**src/rtl/ffe_sample_writer.sv**
```systemverilog
// Input-side writer for the FFE sample delay line: circular sample history with
// x[n-k] tap reads and a per-sample frame strobe toward the FFE controller.
module ffe_sample_writer #(
    parameter int IN_OUT_BUS_WIDTH = 12,
    parameter int DEPTH            = 4,
    parameter int ADDR_SIZE        = $clog2(DEPTH)
) (
    input  logic                               ffe_clk,
    input  logic                               rst,
    input  logic signed [IN_OUT_BUS_WIDTH-1:0] x_in,
    input  logic                               x_valid,
    output logic                               x_ready,
    input  logic                               flush,
    input  logic                               frame_busy,
    input  logic        [ADDR_SIZE-1:0]        rd_addr,
    output logic signed [IN_OUT_BUS_WIDTH-1:0] rd_data,
    output logic                               sample_strobe,
    output logic        [ADDR_SIZE:0]          fill_cnt
);

    typedef enum logic [1:0] {
        ST_IDLE   = 2'd0,
        ST_STROBE = 2'd1,
        ST_WAIT   = 2'd2
    } state_e;

    localparam logic [ADDR_SIZE-1:0] PTR_LAST = ADDR_SIZE'(DEPTH - 1);
    localparam logic [ADDR_SIZE:0]   FILL_MAX = (ADDR_SIZE + 1)'(DEPTH);

    state_e                               state_q, state_d;
    logic                                 ready_q, ready_d;
    logic                                 strobe_q, strobe_d;
    logic        [ADDR_SIZE-1:0]          wr_ptr_q, wr_ptr_d;
    logic        [ADDR_SIZE-1:0]          last_ptr_q, last_ptr_d;
    logic        [ADDR_SIZE:0]            fill_q, fill_d;
    logic signed [IN_OUT_BUS_WIDTH-1:0]   mem_q [DEPTH];
    logic signed [IN_OUT_BUS_WIDTH-1:0]   mem_d [DEPTH];
    logic                                 xfer_s;
    logic        [ADDR_SIZE-1:0]          rd_idx_s;

    // Flush blocks acceptance in the same cycle so a colliding sample stays upstream.
    assign x_ready       = ready_q & ~flush;
    assign xfer_s        = x_valid & x_ready;
    assign sample_strobe = strobe_q;
    assign fill_cnt      = fill_q;

    // Next-state logic for the frame FSM and the sample history.
    always_comb begin
        state_d    = state_q;
        ready_d    = ready_q;
        strobe_d   = 1'b0;
        wr_ptr_d   = wr_ptr_q;
        last_ptr_d = last_ptr_q;
        fill_d     = fill_q;
        mem_d      = mem_q;

        if (flush) begin
            for (int i = 0; i < DEPTH; i++) begin
                mem_d[i] = '0;
            end
            wr_ptr_d   = '0;
            last_ptr_d = '0;
            fill_d     = '0;
            state_d    = ST_IDLE;
            ready_d    = 1'b1;
        end else begin
            case (state_q)
                ST_IDLE: begin
                    if (xfer_s) begin
                        mem_d[wr_ptr_q] = x_in;
                        last_ptr_d      = wr_ptr_q;
                        if (wr_ptr_q == PTR_LAST) begin
                            wr_ptr_d = '0;
                        end else begin
                            wr_ptr_d = wr_ptr_q + {{(ADDR_SIZE-1){1'b0}}, 1'b1};
                        end
                        if (fill_q == FILL_MAX) begin
                            fill_d = fill_q;
                        end else begin
                            fill_d = fill_q + {{ADDR_SIZE{1'b0}}, 1'b1};
                        end
                        state_d  = ST_STROBE;
                        ready_d  = 1'b0;
                        strobe_d = 1'b1;
                    end else begin
                        ready_d = 1'b1;
                    end
                end
                ST_STROBE: begin
                    state_d = ST_WAIT;
                    ready_d = 1'b0;
                end
                ST_WAIT: begin
                    if (!frame_busy) begin
                        state_d = ST_IDLE;
                        ready_d = 1'b1;
                    end else begin
                        ready_d = 1'b0;
                    end
                end
                default: begin
                    state_d = ST_IDLE;
                    ready_d = 1'b0;
                end
            endcase
        end
    end

    // State registers; reset dominates flush and every other input.
    always_ff @(posedge ffe_clk) begin
        if (!rst) begin
            state_q    <= ST_IDLE;
            ready_q    <= 1'b0;
            strobe_q   <= 1'b0;
            wr_ptr_q   <= '0;
            last_ptr_q <= '0;
            fill_q     <= '0;
            for (int i = 0; i < DEPTH; i++) begin
                mem_q[i] <= '0;
            end
        end else begin
            state_q    <= state_d;
            ready_q    <= ready_d;
            strobe_q   <= strobe_d;
            wr_ptr_q   <= wr_ptr_d;
            last_ptr_q <= last_ptr_d;
            fill_q     <= fill_d;
            for (int i = 0; i < DEPTH; i++) begin
                mem_q[i] <= mem_d[i];
            end
        end
    end

    // Tap read: k samples back from the newest, zero beyond the stored history.
    always_comb begin
        rd_idx_s = '0;
        rd_data  = '0;
        if (last_ptr_q >= rd_addr) begin
            rd_idx_s = last_ptr_q - rd_addr;
        end else begin
            rd_idx_s = ADDR_SIZE'({1'b0, last_ptr_q} + FILL_MAX - {1'b0, rd_addr});
        end
        if ({1'b0, rd_addr} < fill_q) begin
            rd_data = mem_q[rd_idx_s];
        end else begin
            rd_data = '0;
        end
    end

endmodule

```
**config.mk**
```make
export PLATFORM = sky130hd
export DESIGN_NAME = ffe_sample_writer
export DESIGN_NICKNAME = d
export VERILOG_FILES = /design/src/rtl/ffe_sample_writer.sv
export SDC_FILE = /design/constraint.sdc
export NUM_CORES = 1
export LEC_CHECK = 0
export CORE_MARGIN = 2
export CORE_UTILIZATION = 45
export CTS_CLUSTER_DIAMETER = 120
export DETAILED_ROUTE_END_ITERATION = 7
export PLACE_DENSITY = 0.7
export SLEW_MARGIN = 30
export SYNTH_ARGS = -nofsm -noshare
export SYNTH_HDL_FRONTEND = slang
export SYNTH_SLANG_ARGS = --single-unit
```
**constraint.sdc**
```tcl
create_clock -name ffe_clk -period 2.3 [get_ports ffe_clk]
set_input_delay 0.575 -clock ffe_clk [delete_from_list [all_inputs] [get_ports ffe_clk]]
set_output_delay 0.575 -clock ffe_clk [all_outputs]
set_load 0.01 [all_outputs]
```
==> results of run 1 <==
per-layer routing:
layer | part of all wire, % | GRT usage, % | vias to the layer above
li1 | - | - | 1016
met1 | 48 | 23.9 | 992
met2 | 47 | 30.6 | 29
met3 | 2.8 | 3.37 | 13
met4 | 2.5 | 10.5 | 0
met5 | 0 | 0 | -
area by class of cell:
class / instances / area, um2 / area share [%]
clock inverter: 6 / 88.8 / 2.55
multi-input combinational: 187 / 1490 / 42.6
sequential: 59 / 1180 / 33.9
timing repair buffer: 52 / 479 / 13.7
inverter: 5 / 18.8 / 0.538
clock buffer: 10 / 138 / 3.95
tap: 75 / 93.8 / 2.69
registers in the layout (all words and copies together) (netlist names):
| signal | cells |
|---|---|
| state_q | 2 |
| last_ptr_q | 2 |
| mem_q | 48 |
| fill_cnt | 3 |
| ready_q | 1 |
| sample_strobe | 1 |
| wr_ptr_q | 2 |
critical path: cells and delay by family (launching register included):
family                   cells  cell delay (ns)
buffers and inverters        3             0.30
AND/OR/NAND/NOR              1             0.17
adder cells (fa/ha/maj)      1             0.29
flip-flops                   1             0.34
multiplexers                 1             0.48
path summary, 6_finish.rpt:
check             slack (ns)    endpoint           from  cells past startpoint
setup reg to reg        0.83   mem_q[30]     state_q[0]                      4
hold reg to reg         0.46   mem_q[25]      mem_q[25]                      2
setup / recovery       -0.19  rd_data[0]  last_ptr_q[0]                      6
hold / removal          0.46   mem_q[25]      mem_q[25]                      2
report_power, final:
group	total, mW	internal (mW)	switching [mW]	leakage, nW
logic	0.179	0.0888	0.0897	0.928
clock network	1.07	0.639	0.432	0.108
registers	1.03	1.03	0.00429	0.476
total	2.28	1.75	0.526	1.51
cells by family after synthesis:
group                      Yosys count  share of synthesized area [%]
DFF                                 59                           42.6
and+or+nand+nor                    103                           17.7
muxes                               61                           27.5
adders and majority gates            8                           3.61
AOI/OAI and AO/OA                   14                           2.93
xor gates and xnor gates             1                          0.812
buffers and inverters               24                           4.87
synth_stat cells:
library cell / n
nor2b_1: 15
mux2i_1: 48
ha_1: 8
and3_1: 2
nor4_1: 1
a21oi_1: 6
buf_2: 3
nand4bb_1: 1
buf_4: 1
a21boi_0: 1
mux2_2: 1
a211o_1: 2
dfxtp_1: 59
o21ai_0: 4
nand3_1: 7
nor3_1: 4
nand2b_1: 1
xnor3_1: 1
nand3b_1: 1
clkbuf_1: 10
buf_6: 5
mux4_2: 12
nor4b_4: 1
nor3b_1: 1
nor2_1: 2
inv_1: 5
a31oi_1: 1
nand2_1: 64
nand4_1: 2
or4_1: 1
timing repair:
action,in CTS,in global routing
pin swaps,2,2
resized for setup,60,7
setup buffers,3,0
setup endpoints to repair,12,12
placed cells by master, fill, tap and decap left out, drive strengths merged, types with 4 or more instances in the layout:
cell and n:
clkbuf 11, a21oi 6, buf 30, nor3 4, nand2 64, clkdlybuf4s50 21, mux2i 48, nand3 7
inv 5, mux4 12, o21ai 4, nor2b 15, ha 8, dfxtp 59
through the flow:
step	util, %	hold slack (ns)	setup TNS (ns)
detailed placement	54.8	0.451	-11.35
CTS	58.2	0.461	-2.90
global route	58.6	0.476	-2.69
finish	58.6	0.459	-2.00
floorplan	-	0.432	0
global placement	54.8	0.439	-11.31
==> results.cfg, run 1 <==
[run_status]
status = finished, violations left
violations = negative setup slack

[synthesis]
synth_fp_nets = 297
ys_types = 30
ys_warn_count = 0
syn_inst = 270
ys_ff_latch = 59
seq_area_frac_synth_pct = 42.6
synthesis.area_mm2 = 0.00277
synth_top_cell_area_share_pct = 42.6
synth_area_leaders = dfxtp_1, mux2i_1, mux4_2
synth_area_leader_cell = dfxtp_1
avgSynthCellArea_um2 = 10.3

[pwr]
leakage_nw = 1.51
cellPowerDensity_mw_per_mm2 = 654
ir_worst_vdd_uv = 427
power_mw = 2.28

[floorplan]
num_rows = 28
die_area_mm2 = 0.00681
fp.dieH_um = 82.5
die_x_um = 82.5
core_mm2 = 0.00596
io_pins = 36
start_util_pct = 46.6

[clock_tree]
cts_inserted_buffers = 9
cts_sinks = 59
clk-insertion-delay-late_ns = 0.34
clk_pin_slew_ns = 0.06
cts.htree.levels = 3
cts_buffer_depth = 2
cts_tree = yes
cts-root-buf = clkbuf_8
cts_hold_buf = 0

[grt]
grt_overflow = 0
first_global_vias = 2014
grt_usage_pct = 18.9
grt_pass1_wl_mm = 9.43
grt_max_degree = 63
antenna_found_initial = 0

[timing]
fin_ws_ns = -0.186
skew_ns = 0.00927
worstMarginPinSlew_ns = 0.434
slew_headroom_pct = 70.8
rsz0062_at_grt = yes
min_period_over_period_pct = 108
setup_viol = 12
min_period_ns = 2.49
fmax_mhz = 402
slew_viol_final = 0
hold_viol = 0

[place]
portBuffers = 35
dp_hpwl_mm = 3.65
place_area_mm2 = 0.00326
gp_congestion = 0.733
place_inst = 375
dp_slack_ns = -0.965

[drt]
via_per_inst = 5.20
drc_errors = 0
first_iter_violations = 103
wl_mm = 5.74
route.vias.total = 2050
wl_per_cell_um = 14.6
dr.pass1.iters = 4
ant_nets = 0

[cells_and_area]
fin_cells = 394
fillerInstances = 518
fin_area_mm2 = 0.00349
finalNetCount = 341
layout-drive-gt1-share_pct = 21.0
syn2layout_area_growth_pct = 25.8
antenna_cells = 0

[critical_path]
crit_path_top_delay_cell = mux4_2
crit_arrival_ns = 1.91
cp.required_ns = 1.73
worstPathMaxFanout = 3
crit_chain = inv_2 > ha_4 > buf_6 > mux4_2 > nor2b_2 > buf_2
cp-end-kind = output pin
max_stage_delay_ns = 0.48
setup.worst_path.class = reg -> out
cp-start-kind = flop

[job]
drv_cap = 0

[worst_hold_path]
hold_class = reg -> reg
No activity file was read; power rests on OpenSTA's default activity.
==> inputs of run 2 (changes only) <==
--- a/config.mk
+++ b/config.mk
@@ -5,11 +5,13 @@
 export SDC_FILE = /design/constraint.sdc
 export NUM_CORES = 1
 export LEC_CHECK = 0
+export CELL_PAD_IN_SITES_DETAIL_PLACEMENT = 1
+export CELL_PAD_IN_SITES_GLOBAL_PLACEMENT = 1
 export CORE_MARGIN = 2
-export CORE_UTILIZATION = 45
+export CORE_UTILIZATION = 39
 export CTS_CLUSTER_DIAMETER = 120
 export DETAILED_ROUTE_END_ITERATION = 7
-export PLACE_DENSITY = 0.7
+export PLACE_DENSITY_LB_ADDON = 0.1
 export SLEW_MARGIN = 30
 export SYNTH_ARGS = -nofsm -noshare
 export SYNTH_HDL_FRONTEND = slang
==> results.cfg, run 2 (synthesized netlist as in run 1, its figures left out) <==
[place]
dp_slack_ns = -0.926
dp_hpwl_mm = 4.42
gp_congestion = 0.698
portBuffers = 35
place_inst = 402

[drt]
ant_nets = 0
drc_errors = 0
via_per_inst = 5.01
dr.pass1.iters = 4
first_iter_violations = 81
route.vias.total = 2094
wl_per_cell_um = 15.2
wl_mm = 6.35

[floorplan]
die_x_um = 88.3
num_rows = 30
core_mm2 = 0.00683
fp.dieH_um = 88.3
start_util_pct = 40.6
die_area_mm2 = 0.00780
io_pins = 36

[clock_tree]
clk_pin_slew_ns = 0.07
post_cts_buffers = 0
cts_tree = yes
cts_sinks = 59
clk-insertion-delay-late_ns = 0.33
cts.htree.levels = 3
cts_buffer_depth = 2
cts-root-buf = clkbuf_8
cts_inserted_buffers = 9

[critical_path]
cp-end-kind = output pin
cp-start-kind = flop
rr_startpoint = state_q[1]
critPathBufInv = 3
crit_arrival_ns = 1.91
cp.depth = 6
setup.worst_path.class = reg -> out
worstPathMaxFanout = 7
max_stage_delay_ns = 0.50
crit_path_top_delay_cell = mux4_2
critPathLaunch = last_ptr_q[0]
cp.required_ns = 1.73
crit_chain = inv_2 > ha_4 > buf_12 > mux4_2 > nor2b_1 > buf_2
path_delay_family = multiplexers
r2r_cells = 4

[timing]
setup_viol = 12
fin_hold_ws_ns = 0.457
min_period_over_period_pct = 108
fin_ws_ns = -0.187
fmax_mhz = 402
slew_viol_final = 0
skew_ns = 0.0103
slew_headroom_pct = 67.9
hold_viol = 0
rsz0062_at_grt = yes
min_period_ns = 2.49
tns_ns = -1.96
worstMarginPinSlew_ns = 0.479

[pwr]
ir_worst_vdd_uv = 332
cellPowerDensity_mw_per_mm2 = 645
leakage_nw = 1.54

[cells_and_area]
syn2layout_area_growth_pct = 28.1
antenna_cells = 0
layout-drive-gt1-share_pct = 21.4
finalNetCount = 344
fin_cells = 418
layout_common_cells = nand2_1, dfxtp_1, mux2i_1
regMostFlops = mem_q
utilization_pct = 52.0
final_common_cell = nand2_1
largest_register_ffs = 48

[worst_hold_path]
hold_class = reg -> reg
hold_start = mem_q[25]
min_path_cells = 2

[grt]
grt_overflow = 0
antenna_found_initial = 0
grt_usage_pct = 18.0
first_global_vias = 2100
grt_pass1_wl_mm = 10.6
grt_max_degree = 55

[run_status]
status = finished, violations left
violations = negative setup slack

[job]
drv_cap = 0
==> run 2: changes by cell type in the layout (fill, tap and decap cells not counted), sizes merged <==
cell	delta
clkinvlp	-1
buf	+3
clkinv	-1
dlygate4sd2	+1
clkdlybuf4s50	-1
clkbuf	+2
==> run 2: repair_timing <==
action,4_1_cts,5_1_grt
resized for setup,61,4
setup endpoints to repair,13,12
cloned,0,0
pin swaps,2,2
hold buffers,0,0
==> run 2: path summary, 6_finish.rpt <==
| path | to | slack [ns] |
|---|---|---|
| setup reg to reg | mem_q[42] | 0.67 |
| hold / removal | mem_q[25] | 0.46 |
| hold reg to reg | mem_q[25] | 0.46 |
| setup / recovery | rd_data[5] | -0.19 |
==> run 2: tightest hold or removal path, stage by stage (launching register included) <==
cell and delay, ns:
dfxtp_1 0.31, nand2_1 0.05, mux2i_1 0.05
==> run 2: power breakdown <==
| group | switching [mW] | internal, mW | total [mW] |
|---|---|---|---|
| logic | 0.0932 | 0.0918 | 0.185 |
| registers | 0.00453 | 1.03 | 1.03 |
| clock network | 0.406 | 0.668 | 1.07 |
==> run 2: metrics by stage <==
stage	instance area, um2	total power [mW]
after floorplan	2790	1.15
after global placement	3360	1.24
after detailed placement	3360	1.24
after CTS	3540	2.32
after global routing	3550	2.38
final	3550	2.29
==> run 2: metal layers <==
metal / wire length [um] / share of wire, % / track usage [%]
met4: 87 / 1.4 / 7.02
met2: 3020 / 47 / 28.2
met1: 3110 / 49 / 25.0
met3: 137 / 2.2 / 3.08
met5: 0 / 0 / 0
==> run 2: area by class of cell <==
| cell class | count | area (um2) |
|---|---|---|
| well taps | 96 | 120 |
| repair buffers | 55 | 512 |
| clock inverters | 4 | 72.6 |
| flip-flops and latches | 59 | 1180 |
| fillers | 775 | 3280 |
| clock buffers | 12 | 155 |
| multi-input cells | 187 | 1490 |
| inverters | 5 | 18.8 |
==> inputs of run 3 (changes only) <==
--- a/config.mk
+++ b/config.mk
@@ -11,6 +11,7 @@
 export CORE_UTILIZATION = 39
 export CTS_CLUSTER_DIAMETER = 120
 export DETAILED_ROUTE_END_ITERATION = 7
+export GPL_ROUTABILITY_DRIVEN = 0
 export PLACE_DENSITY_LB_ADDON = 0.1
 export SLEW_MARGIN = 30
 export SYNTH_ARGS = -nofsm -noshare
==> results of run 3 <==
The final DEF is identical to that of run 2; final timing and power are the same.
